**src/rtl/pc_redirect_if.sv**
```systemverilog
`default_nettype none
// ============================================================================
// Module  : pc_redirect_if
// Brief   : EX-stage redirect inputs, fetch handshake and redirect status.
// Revision: 1.0 - initial release
// ============================================================================
interface pc_redirect_if #(
    parameter int CNT_W = 32
) ();
    logic             ex_valid;
    logic             ex_jump_flag;
    logic             ex_is_branch;
    logic [31:0]      ex_next_pc;
    logic             stall;
    logic             fetch_ready;
    logic             redirect_valid;
    logic [31:0]      redirect_pc;
    logic             flush_if;
    logic             flush_id;
    logic             misalign_exc;
    logic             busy;
    logic [CNT_W-1:0] branch_count;
    logic [CNT_W-1:0] taken_count;

    // Pipeline/fetch side: drives EX results and fetch acceptance
    modport master (
        output ex_valid, ex_jump_flag, ex_is_branch, ex_next_pc, stall, fetch_ready,
        input  redirect_valid, redirect_pc, flush_if, flush_id, misalign_exc, busy,
               branch_count, taken_count
    );

    modport slave (
        input  ex_valid, ex_jump_flag, ex_is_branch, ex_next_pc, stall, fetch_ready,
        output redirect_valid, redirect_pc, flush_if, flush_id, misalign_exc, busy,
               branch_count, taken_count
    );
endinterface
`default_nettype wire

```
**src/rtl/pc_redirect_ctrl.sv**
```systemverilog
`default_nettype none
// ============================================================================
// Module  : pc_redirect_ctrl
// Brief   : Captures taken EX branches/jumps, hands the target to fetch and
//           holds IF/ID flush until wrong-path instructions have drained.
// Revision: 1.0 - initial release
// ============================================================================
module pc_redirect_ctrl #(
    parameter int FLUSH_DEPTH = 2,
    parameter int CNT_W       = 32
) (
    input  wire logic    clk,
    input  wire logic    rst_n,
    pc_redirect_if.slave bus
);

    localparam logic [3:0] c_FLUSH_LOAD = 4'(FLUSH_DEPTH);

    typedef enum logic [1:0] {
        S_IDLE  = 2'd0,
        S_PEND  = 2'd1,
        S_FLUSH = 2'd2
    } state_t;

    state_t             r_state, w_state_nxt;
    logic [3:0]         r_flush_cnt, w_flush_cnt_nxt;
    logic               r_redirect_valid, w_redirect_valid_nxt;
    logic [31:0]        r_redirect_pc, w_redirect_pc_nxt;
    logic               r_misalign, w_misalign_nxt;
    logic               r_busy, w_busy_nxt;
    logic [CNT_W-1:0]   r_branch_cnt, w_branch_cnt_nxt;
    logic [CNT_W-1:0]   r_taken_cnt, w_taken_cnt_nxt;

    logic w_idle;
    logic w_ex_live;
    logic w_trigger;
    logic w_branch_seen;

    // While busy, anything in EX is wrong-path and must be ignored entirely
    assign w_idle        = (r_state == S_IDLE);
    assign w_ex_live     = bus.ex_valid & ~bus.stall & w_idle;
    assign w_trigger     = w_ex_live & bus.ex_jump_flag;
    assign w_branch_seen = w_ex_live & bus.ex_is_branch;

    always_comb begin
        w_state_nxt          = r_state;
        w_flush_cnt_nxt      = r_flush_cnt;
        w_redirect_valid_nxt = r_redirect_valid;
        w_redirect_pc_nxt    = r_redirect_pc;
        w_misalign_nxt       = 1'b0;
        w_branch_cnt_nxt     = r_branch_cnt;
        w_taken_cnt_nxt      = r_taken_cnt;

        if (w_branch_seen) begin
            w_branch_cnt_nxt = r_branch_cnt + 1'b1;
        end

        case (r_state)
            S_IDLE: begin
                if (w_trigger) begin
                    if (bus.ex_next_pc[1:0] == 2'b00) begin
                        w_redirect_pc_nxt    = bus.ex_next_pc;
                        w_redirect_valid_nxt = 1'b1;
                        w_state_nxt          = S_PEND;
                    end else begin
                        w_misalign_nxt = 1'b1;
                    end
                end
            end
            S_PEND: begin
                if (r_redirect_valid && bus.fetch_ready) begin
                    w_redirect_valid_nxt = 1'b0;
                    w_flush_cnt_nxt      = c_FLUSH_LOAD;
                    w_taken_cnt_nxt      = r_taken_cnt + 1'b1;
                    w_state_nxt          = S_FLUSH;
                end
            end
            S_FLUSH: begin
                w_flush_cnt_nxt = r_flush_cnt - 4'd1;
                if (r_flush_cnt == 4'd1) begin
                    w_state_nxt = S_IDLE;
                end
            end
            default: begin
                w_state_nxt          = S_IDLE;
                w_redirect_valid_nxt = 1'b0;
            end
        endcase

        // Flush and busy share one registered source: both track non-IDLE
        w_busy_nxt = (w_state_nxt != S_IDLE);
    end

    always_ff @(posedge clk or negedge rst_n) begin
        if (!rst_n) begin
            r_state          <= S_IDLE;
            r_flush_cnt      <= 4'd0;
            r_redirect_valid <= 1'b0;
            r_redirect_pc    <= 32'd0;
            r_misalign       <= 1'b0;
            r_busy           <= 1'b0;
            r_branch_cnt     <= '0;
            r_taken_cnt      <= '0;
        end else begin
            r_state          <= w_state_nxt;
            r_flush_cnt      <= w_flush_cnt_nxt;
            r_redirect_valid <= w_redirect_valid_nxt;
            r_redirect_pc    <= w_redirect_pc_nxt;
            r_misalign       <= w_misalign_nxt;
            r_busy           <= w_busy_nxt;
            r_branch_cnt     <= w_branch_cnt_nxt;
            r_taken_cnt      <= w_taken_cnt_nxt;
        end
    end

    assign bus.redirect_valid = r_redirect_valid;
    assign bus.redirect_pc    = r_redirect_pc;
    assign bus.flush_if       = r_busy;
    assign bus.flush_id       = r_busy;
    assign bus.misalign_exc   = r_misalign;
    assign bus.busy           = r_busy;
    assign bus.branch_count   = r_branch_cnt;
    assign bus.taken_count    = r_taken_cnt;

endmodule
`default_nettype wire

```
**src/flat_wrapper.sv**
```systemverilog
// flat-port wrapper written by rule: the top's interface ports become plain ports
module pc_redirect_ctrl_flat 
#(
    parameter int FLUSH_DEPTH = 2,
    parameter int CNT_W       = 32
)
  (clk, rst_n, bus_ex_valid, bus_ex_jump_flag, bus_ex_is_branch, bus_ex_next_pc, bus_stall, bus_fetch_ready, bus_redirect_valid, bus_redirect_pc, bus_flush_if, bus_flush_id, bus_misalign_exc, bus_busy, bus_branch_count, bus_taken_count);
  pc_redirect_if #(.CNT_W(CNT_W)) bus_i ();
  input  wire logic clk;
  input  wire logic rst_n;
  input wire logic [$bits(bus_i.ex_valid)-1:0] bus_ex_valid;
  input wire logic [$bits(bus_i.ex_jump_flag)-1:0] bus_ex_jump_flag;
  input wire logic [$bits(bus_i.ex_is_branch)-1:0] bus_ex_is_branch;
  input wire logic [$bits(bus_i.ex_next_pc)-1:0] bus_ex_next_pc;
  input wire logic [$bits(bus_i.stall)-1:0] bus_stall;
  input wire logic [$bits(bus_i.fetch_ready)-1:0] bus_fetch_ready;
  output wire logic [$bits(bus_i.redirect_valid)-1:0] bus_redirect_valid;
  output wire logic [$bits(bus_i.redirect_pc)-1:0] bus_redirect_pc;
  output wire logic [$bits(bus_i.flush_if)-1:0] bus_flush_if;
  output wire logic [$bits(bus_i.flush_id)-1:0] bus_flush_id;
  output wire logic [$bits(bus_i.misalign_exc)-1:0] bus_misalign_exc;
  output wire logic [$bits(bus_i.busy)-1:0] bus_busy;
  output wire logic [$bits(bus_i.branch_count)-1:0] bus_branch_count;
  output wire logic [$bits(bus_i.taken_count)-1:0] bus_taken_count;
  assign bus_i.ex_valid = bus_ex_valid;
  assign bus_i.ex_jump_flag = bus_ex_jump_flag;
  assign bus_i.ex_is_branch = bus_ex_is_branch;
  assign bus_i.ex_next_pc = bus_ex_next_pc;
  assign bus_i.stall = bus_stall;
  assign bus_i.fetch_ready = bus_fetch_ready;
  assign bus_redirect_valid = bus_i.redirect_valid;
  assign bus_redirect_pc = bus_i.redirect_pc;
  assign bus_flush_if = bus_i.flush_if;
  assign bus_flush_id = bus_i.flush_id;
  assign bus_misalign_exc = bus_i.misalign_exc;
  assign bus_busy = bus_i.busy;
  assign bus_branch_count = bus_i.branch_count;
  assign bus_taken_count = bus_i.taken_count;
  pc_redirect_ctrl #(.FLUSH_DEPTH(FLUSH_DEPTH), .CNT_W(CNT_W)) u_core (.clk(clk), .rst_n(rst_n), .bus(bus_i));
endmodule
```
**config.mk**
```make
export PLATFORM = sky130hd
export DESIGN_NAME = pc_redirect_ctrl_flat
export DESIGN_NICKNAME = d
export VERILOG_FILES = /design/src/rtl/pc_redirect_if.sv /design/src/rtl/pc_redirect_ctrl.sv /design/src/flat_wrapper.sv
export SDC_FILE = /design/constraint.sdc
export NUM_CORES = 1
export LEC_CHECK = 0
export BUFFER_PORTS_ARGS = -buffer_cell sky130_fd_sc_hd__buf_2
export CAP_MARGIN = 20
export CORE_ASPECT_RATIO = 1.75
export CORE_MARGIN = 10
export CORE_UTILIZATION = 30
export DETAILED_ROUTE_END_ITERATION = 8
export REMOVE_ABC_BUFFERS = 1
export SETUP_SLACK_MARGIN = 0.05
export SKIP_LAST_GASP = 1
export SLEW_MARGIN = 15
export SYNTH_ARGS = -nofsm -noshare
export SYNTH_HDL_FRONTEND = slang
export SYNTH_SLANG_ARGS = --single-unit
```
**constraint.sdc**
```tcl
create_clock -name clk -period 2.1 [get_ports clk]
set_input_delay 0 -clock clk [delete_from_list [all_inputs] [get_ports clk]]
set_output_delay 0 -clock clk [all_outputs]
set_load 0.02 [all_outputs]
```
# Word-level counts from Yosys, hierarchy flattened
# Cells that the tools add are included.
[word_totals] reg_bits=105 in_bits=39
[classes] n_addsub=3 n_eq_ne=6 muxes=14 bitwise=6 n_reduce_logical=9
[op_table] cell="32-bit by 1-bit adder with 32-bit output, second input constant" count=2
[op_table] cell="2-bit 2-to-1 mux" count=4
[op_table] cell="4-bit case mux with 2 select lines" count=1
[op_table] cell="1-bit 2-to-1 mux" count=6
[op_table] cell="2-bit case mux with 3 select lines" count=1
[op_table] cell="1-bit bitwise AND" count=4
[op_table] cell="4-bit by 1-bit == test with 1-bit output, second input constant" count=1
[op_table] cell="2-bit logical NOT" count=2
[op_table] cell="4-bit 2-to-1 mux" count=1
[op_table] cell="2-bit inequality test, second input constant" count=2
[op_table] cell="2-bit AND reduction" count=2
[op_table] cell="4-bit AND reduction" count=1
[op_table] cell="2-bit nonzero test" count=2
[op_table] cell="4-bit by 1-bit subtractor with 4-bit output, second input constant" count=1
[op_table] cell="1-bit case mux with 3 select lines" count=1
[op_table] cell="3-bit AND reduction" count=1
[op_table] cell="2-bit by 1-bit == test with 1-bit output, second input constant" count=1
[op_table] cell="2-bit == test, second input constant" count=1
[op_table] cell="2-bit by 1-bit inequality test with 1-bit output, second input constant" count=1
[op_table] cell="1-bit NOT" count=2
[op_table] cell="1-bit logical AND" count=1

# Longest topological paths before layout
# Gate-level depths: netlist of run 1.
[depth] depth_word=7 depth_mapped=6 mapped_depth_nobuf=6

# Least setup slack after synthesis of run 1
# Ideal clock, no wire load.
[synth_timing] kind="reg2reg" start="register u_core.r_taken_cnt[0], in the netlist u_core.bus.taken_count[0]" end="register u_core.r_taken_cnt[28], in the netlist u_core.bus.taken_count[28]" setup_time_ps=130 t_arrival_ps=1758 t_required_ps=1970 setup_slack_ps=211 path_stages_with_launch=6 path_cell_list="dfrtp_1 -> ha_1 -> nand2_1 -> nor4_1 -> nand4_1 -> xnor2_1"
[synth_via] elab_chain_len=1
[synth_rtl] item="start, declared" line_no="pc_redirect_ctrl.sv:32" rtl="logic [CNT_W-1:0] r_taken_cnt, w_taken_cnt_nxt;"
[synth_rtl] item="start signal, assigned" line_no="pc_redirect_ctrl.sv:112" rtl="r_taken_cnt <= w_taken_cnt_nxt;"
[synth_rtl] item="32-bit by 1-bit adder with 32-bit output" line_no="pc_redirect_ctrl.sv:74" rtl="w_taken_cnt_nxt = r_taken_cnt + 1'b1;"
# No other way between the ends.
# A chain may end at the register's enable or synchronous reset.

# Worst setup path after layout of run 1
[layout_timing] start="register u_core.r_state[1]" end="register u_core.r_branch_cnt[30], in the netlist u_core.bus.branch_count[30]"
[layout_via] elab_chain_len=3
[layout_rtl] item="start, declared" line_no="pc_redirect_ctrl.sv:25" rtl="state_t r_state, w_state_nxt;"
[layout_rtl] item="start signal, assigned" line_no="pc_redirect_ctrl.sv:105" rtl="r_state <= w_state_nxt;"
[layout_rtl] item="2-bit logical NOT" line_no="pc_redirect_ctrl.sv:40" rtl="assign w_idle = (r_state == S_IDLE);"
[layout_rtl] item="1-bit bitwise AND" line_no="pc_redirect_ctrl.sv:41" rtl="assign w_ex_live = bus.ex_valid & ~bus.stall & w_idle;"
[layout_rtl] item="1-bit bitwise AND" line_no="pc_redirect_ctrl.sv:43" rtl="assign w_branch_seen = w_ex_live & bus.ex_is_branch;"
[layout_rtl] item="end signal, assigned" line_no="pc_redirect_ctrl.sv:111" rtl="r_branch_cnt <= w_branch_cnt_nxt;"
[layout_rtl] item="end, declared" line_no="pc_redirect_ctrl.sv:31" rtl="logic [CNT_W-1:0] r_branch_cnt, w_branch_cnt_nxt;"
# No other way between the ends.

==> impl_metrics.yaml, run 1 <==
sta:
  skew_ns: 0.00982
  drv_slew: 0
  hold_viol: 0
  post-route-period-util_pct: 91.5
  setup_violations: 0
  period_needed_ns: 1.92
  rsz0062_at_grt: "false"
  maxSlewHeadroom_pct: 57.8
  worst_pin_slew_ns: 0.632
  max_freq_mhz: 521
critical_path:
  path_max_fanout: 13
  cp_data_required_time_ns: 2.35
  regToRegSetupSlack_ns: 0.18
  cp_cell_sequence: "nor4b_4 -> nand4_1 -> buf_4 -> nor4_1 -> xnor2_1"
  cp.arrival_ns: 2.17
  crit_buf_inv: 1
  cp-end-kind: "flip-flop"
  max_stage_delay_ns: 0.44
  crit_family: "simple AND/OR/NAND/NOR gates"
  worstReg2RegEnd: "u_core.bus.branch_count[30]"
  r2r_cells: 5
  critPathSlowestCell: "dfrtp_1"
  crit_type: "reg2reg"
  regToRegStartpoint: "u_core.r_state[1]"
  start_kind: "flip-flop"
floorplan:
  row_count: 59
  die_h_um: 182
  start_util_pct: 30.4
  fp.coreArea_um2: 14800
  die-area_um2: 20500
  die_w_um: 113
  io_pins: 140
global_route:
  antenna_found_initial: 0
  grt_pass1_wl_mm: 19.8
  grt_pass1_vias: 3784
  gr-usage-all-layers_pct: 11.8
  overflow: 0
  grt_max_degree: 60
hold_path:
  hp-class: "in2reg"
  whs_path_depth: 3
  whs_endpoint: "u_core.bus.branch_count[0]"
  hp-start: "bus_ex_is_branch"
route:
  dr.first_iter.drc_count: 168
  wire_per_inst_um: 16.4
  first_pass_iters: 4
  viasPerCell: 4.74
  drt_wl_total_mm: 12.4
  vias: 3575
  ant_nets: 0
  drc: 0
status:
  status: "finished clean"
yosys:
  ys_types: 28
  netlist_instances: 378
  yosysTopAreaCell: "dfrtp_1"
  synth_area_um2: 4510
  syn_avg_cell_area_um2: 11.9
  synth.yosys.warnings: 0
  synth_largest_type_area_fraction_pct: 58.2
  seq_area_frac_synth_pct: 58.2
  synth_area_leaders: "dfrtp_1, xnor2_1, mux2_2"
  ys_ff_latch: 105
power:
  p_leak_nw: 3.13
  power_mw: 5.93
  p_per_area_nw_per_um2: 958
  vdd_drop_max_uv: 395
placed_design:
  gp_congestion: 0.824
  io_buffer_count: 139
  dp_hpwl_mm: 9.21
flow_run:
  max_cap_violations: 0
clock_tree:
  cts.sinks: 105
  cts_root_buf: "clkbuf_16"
  numCtsBuffers: 9
  cts_tree: "built"
  insertion_delay_ns: 0.34
  clkTransAtPathRegs_ns: 0.08
  htreeDepth: 3
  clockBufferDepth: 2
final_layout:
  fin_util_pct: 41.7
  final_nets: 608
  fillers: 1400
  drive_gt1_share_pct: 35.1
  syn_to_final_growth_pct: 37.1
[flip-flops by register name, indices dropped and copies added, names as in the netlist]
| name | cells |
|---|---|
| u_core.bus.redirect_valid | 1 |
| u_core.bus.taken_count | 32 |
| u_core.bus.busy | 1 |
| u_core.bus.misalign_exc | 1 |
| u_core.bus.redirect_pc | 32 |
| u_core.r_state | 2 |
| u_core.r_flush_cnt | 4 |
| u_core.bus.branch_count | 32 |
[tightest hold or removal path, cell delays in order]
cell and delay, ns:
buf_2 0.13, nand2_1 0.16, xnor2_1 0.09
[cell families (layout without fill, tap and decap cells)]
group	after synthesis	count (layout)	share of synthesized area, %
buffers and inverters	22	214	2.11
AOI/OAI and AO/OA	7	7	0.887
other	0	1	0
DFF	105	105	58.2
and+or+nand+nor	146	146	17.8
muxes	31	31	7.71
adders and majority gates	4	4	1.11
xor gates and xnor gates	63	63	12.2
[synthesized netlist by cell type (all sizes together)]
library cell / n
nor4: 17
o21ai: 4
xor2: 21
nand2b: 2
clkbuf: 4
xnor2: 42
nor3b: 1
and3: 9
mux2: 30
and2: 10
nand4b: 1
buf: 6
or3: 1
nand4: 23
nand3: 19
nand2: 32
nor2: 14
nor4b: 1
mux2i: 1
dfrtp: 105
o21a: 1
and4: 7
inv: 12
nor3: 9
a21o: 1
ha: 4
a21oi: 1
[where the power goes]
part / switching, mW / internal, mW
Clock: 0.790 / 0.948
Combinational: 0.892 / 0.632
Sequential: 0.271 / 2.40
Total: 1.95 / 3.98
[layer usage]
metal,share of wire (%),up-vias,GRT usage [%]
li1,-,1686,-
met5,0,-,0
met2,55,117,21.9
met3,6.2,13,3.68
met1,37,1759,11.9
met4,2.0,0,4.64
[worst max path at each step]
stage / start / to / slack, ns / depth (start not counted)
after floorplan: u_core.r_state[0] / u_core.bus.redirect_pc[10] / -0.23 / 3
after global placement: u_core.r_state[1] / u_core.bus.taken_count[16] / 0.08 / 4
after detailed placement: u_core.r_state[1] / u_core.bus.taken_count[14] / 0.08 / 4
after CTS: u_core.r_state[1] / u_core.bus.taken_count[16] / 0.06 / 4
after global routing: u_core.r_state[1] / u_core.bus.branch_count[29] / 0.05 / 5
final: u_core.r_state[1] / u_core.bus.branch_count[30] / 0.18 / 5
[cells in the final DEF (no fill, tap or decap), types with 3 or more instances in the layout]
cell type      netlist  routed
o21ai_0              4       4
nand4_1             23      23
clkbuf_16            0       9
nand3_1             19      18
and2_1              10      10
ha_1                 4       4
and4_1               7       7
mux2_2              30      30
dlygate4sd3_1        0      36
buf_4                2      10
inv_6                0       3
inv_1               12      12
xor2_1              21      21
and3_1               9       9
xnor2_1             42      42
dfrtp_1            105     105
buf_2                4     138
nor4_1              17      17
nor3_1               9       8
nor2_1              14      14
nand2_1             32      32
[per-stage QoR]
step,setup slack (ns),cell area (µm²),hold WS (ns),setup TNS (ns),cells
2_1_floorplan,-0.227,4460,-0.296,-7.55,368
3_3_place_gp,0.0795,5490,0.0564,0,698
3_5_place_dp,0.0832,5490,0.0685,0,698
4_1_cts,0.0560,6150,0.0163,0,749
5_1_grt,0.0527,6190,0.0669,0,753
6_report,0.179,6190,0.0692,0,754
[cell type report]
cell class              instances  area [µm²]  share of cell area (%)
multi-input cells             251        1810                    29.2
clock inverters                 7        86.3                    1.40
flip-flops and latches        105        2630                    42.5
diodes                          1        2.50                  0.0404
repair buffers                186        1170                    18.8
clock buffers                   9         225                    3.64
inverters                      12        45.0                   0.728
well taps                     183         229                    3.70
[timing repair]
item                                    4_1_cts  5_1_grt
hold endpoints to repair                     77        1
hold buffers                                 35        1
endpoints found under the setup margin        0       26
resized for setup                             0        1
buffers inserted                              0        3
Power figures use the tool's default switching activity.
==> run 2: changes to the inputs <==
RECOVER_POWER = 100   (was not set)
==> run 2 against run 1 <==
  * Worst setup slack lost 0.036 ns
  * Routed wire length grew 0.25%
  * Sequential power is essentially flat
  * Maximum frequency shrank 1.8%
  * Largest power group unchanged
  * First-iteration DRC count grew 7.7%
  * Sequential share of layout area grew 1.1 points
  * Cell area shrank 2.6%
  * Core utilization shrank 1.1 points
  * Register-to-register slack lost 0.04 ns
==> impl_metrics.yaml, run 2 (synthesis gave the netlist of run 1 again) <==
sta:
  hold_viol: 0
  period_needed_ns: 1.96
  post-route-period-util_pct: 93.2
  drv_slew: 0
  rsz0062_at_grt: "false"
  layout_setup_ws_ns: 0.143
  setup_tns_ns: 0
  setup_violations: 0
  worst_pin_slew_ns: 1.20
  skew_ns: 0.0122
  max_freq_mhz: 511
  maxSlewHeadroom_pct: 19.8
  hold_ws_ns: 0.0638
floorplan:
  die_w_um: 113
  row_count: 59
  die_h_um: 182
  start_util_pct: 30.4
  fp.coreArea_um2: 14800
  die-area_um2: 20500
  io_pins: 140
clock_tree:
  clkTransAtPathRegs_ns: 0.08
  cts_tree: "built"
  cts.sinks: 105
  cts_root_buf: "clkbuf_16"
  insertion_delay_ns: 0.35
  htreeDepth: 3
  numCtsBuffers: 9
  clockBufferDepth: 2
critical_path:
  crit_type: "reg2reg"
  start_kind: "flip-flop"
  crit_family: "simple AND/OR/NAND/NOR gates"
  cp.arrival_ns: 2.18
  path_max_fanout: 7
  crit_buf_inv: 2
  cp_data_required_time_ns: 2.32
  cp_cell_sequence: "nand4b_1 -> clkbuf_1 -> nor4_1 -> clkbuf_2 -> nand4_1 -> xnor2_1"
  cp-end-kind: "flip-flop"
  max_stage_delay_ns: 0.44
  critPathSlowestCell: "dfrtp_1"
power:
  p_per_area_nw_per_um2: 969
  p_leak_nw: 2.74
  power_mw: 5.85
  vdd_drop_max_uv: 396
global_route:
  grt_max_degree: 60
  overflow: 0
  gr-usage-all-layers_pct: 11.8
  grt_pass1_wl_mm: 19.8
  antenna_found_initial: 0
  grt_pass1_vias: 3784
final_layout:
  layout_common_cells: "dfrtp_1, clkbuf_1, xnor2_1"
  drive_gt1_share_pct: 16.7
  fin_area_um2: 6030
  final_common_cell: "dfrtp_1"
  fillers: 1460
  final_nets: 608
  fin_util_pct: 40.6
  syn_to_final_growth_pct: 33.6
  fin_cells: 754
route:
  drt_wl_total_mm: 12.4
  dr.first_iter.drc_count: 181
  wire_per_inst_um: 16.5
  ant_nets: 0
  first_pass_iters: 4
  drc: 0
  vias: 3591
  viasPerCell: 4.76
placed_design:
  io_buffer_count: 139
  place_area_um2: 5490
  gp_congestion: 0.824
  dp.cells: 698
  preCtsSetupSlack_ns: 0.0832
  dp_hpwl_mm: 9.21
status:
  status: "finished clean"
hold_path:
  hp-class: "in2reg"
flow_run:
  max_cap_violations: 0
## run 2: layout make-up
cell class	instances	area, µm²	share of cell area (%)
sequential	105	2630	43.6
multi-input combinational	251	1800	29.9
timing repair buffer	186	1010	16.8
tap	183	229	3.80
clock buffer	9	225	3.74
clock inverter	7	86.3	1.43
inverter	12	45.0	0.747
antenna	1	2.50	0.0415
## run 2: tightest hold or removal path: cells and delay by family
kind | cells | cell delay (ns)
AND/OR/NAND/NOR | 1 | 0.16
buffers and inverters | 1 | 0.13
XOR/XNOR | 1 | 0.09
## run 2: worst paths after layout
kind / startpoint / end / slack, ns / cells after the start
hold / removal: bus_ex_is_branch / u_core.bus.branch_count[0] / 0.06 / 3
min in group asynchronous: rst_n / u_core.bus.misalign_exc / 0.42 / 2
max in group asynchronous: rst_n / u_core.bus.redirect_pc[14] / 0.51 / 3
setup reg to reg: u_core.r_state[1] / u_core.bus.taken_count[25] / 0.14 / 6
setup / recovery: u_core.r_state[1] / u_core.bus.taken_count[25] / 0.14 / 6
hold reg to reg: u_core.bus.taken_count[31] / u_core.bus.taken_count[31] / 0.47 / 1
## run 2: layer usage
| metal | GRT usage (%) | routed length, µm | up-vias |
|---|---|---|---|
| li1 | - | - | 1688 |
| met3 | 3.68 | 779 | 15 |
| met2 | 21.9 | 6790 | 127 |
| met4 | 4.64 | 260 | 0 |
| met1 | 11.9 | 4580 | 1761 |
| met5 | 0 | 0 | - |
## run 2: where the power goes
part / total, mW / internal (mW) / switching (mW)
logic: 1.42 / 0.531 / 0.892
registers: 2.68 / 2.40 / 0.283
clock network: 1.74 / 0.949 / 0.792
## run 2: what timing repair did
action	CTS	global route
hold buffers	35	1
endpoints found under the hold margin	77	1
endpoints found under the setup margin	0	26
resized for setup	0	1
setup buffers	0	3
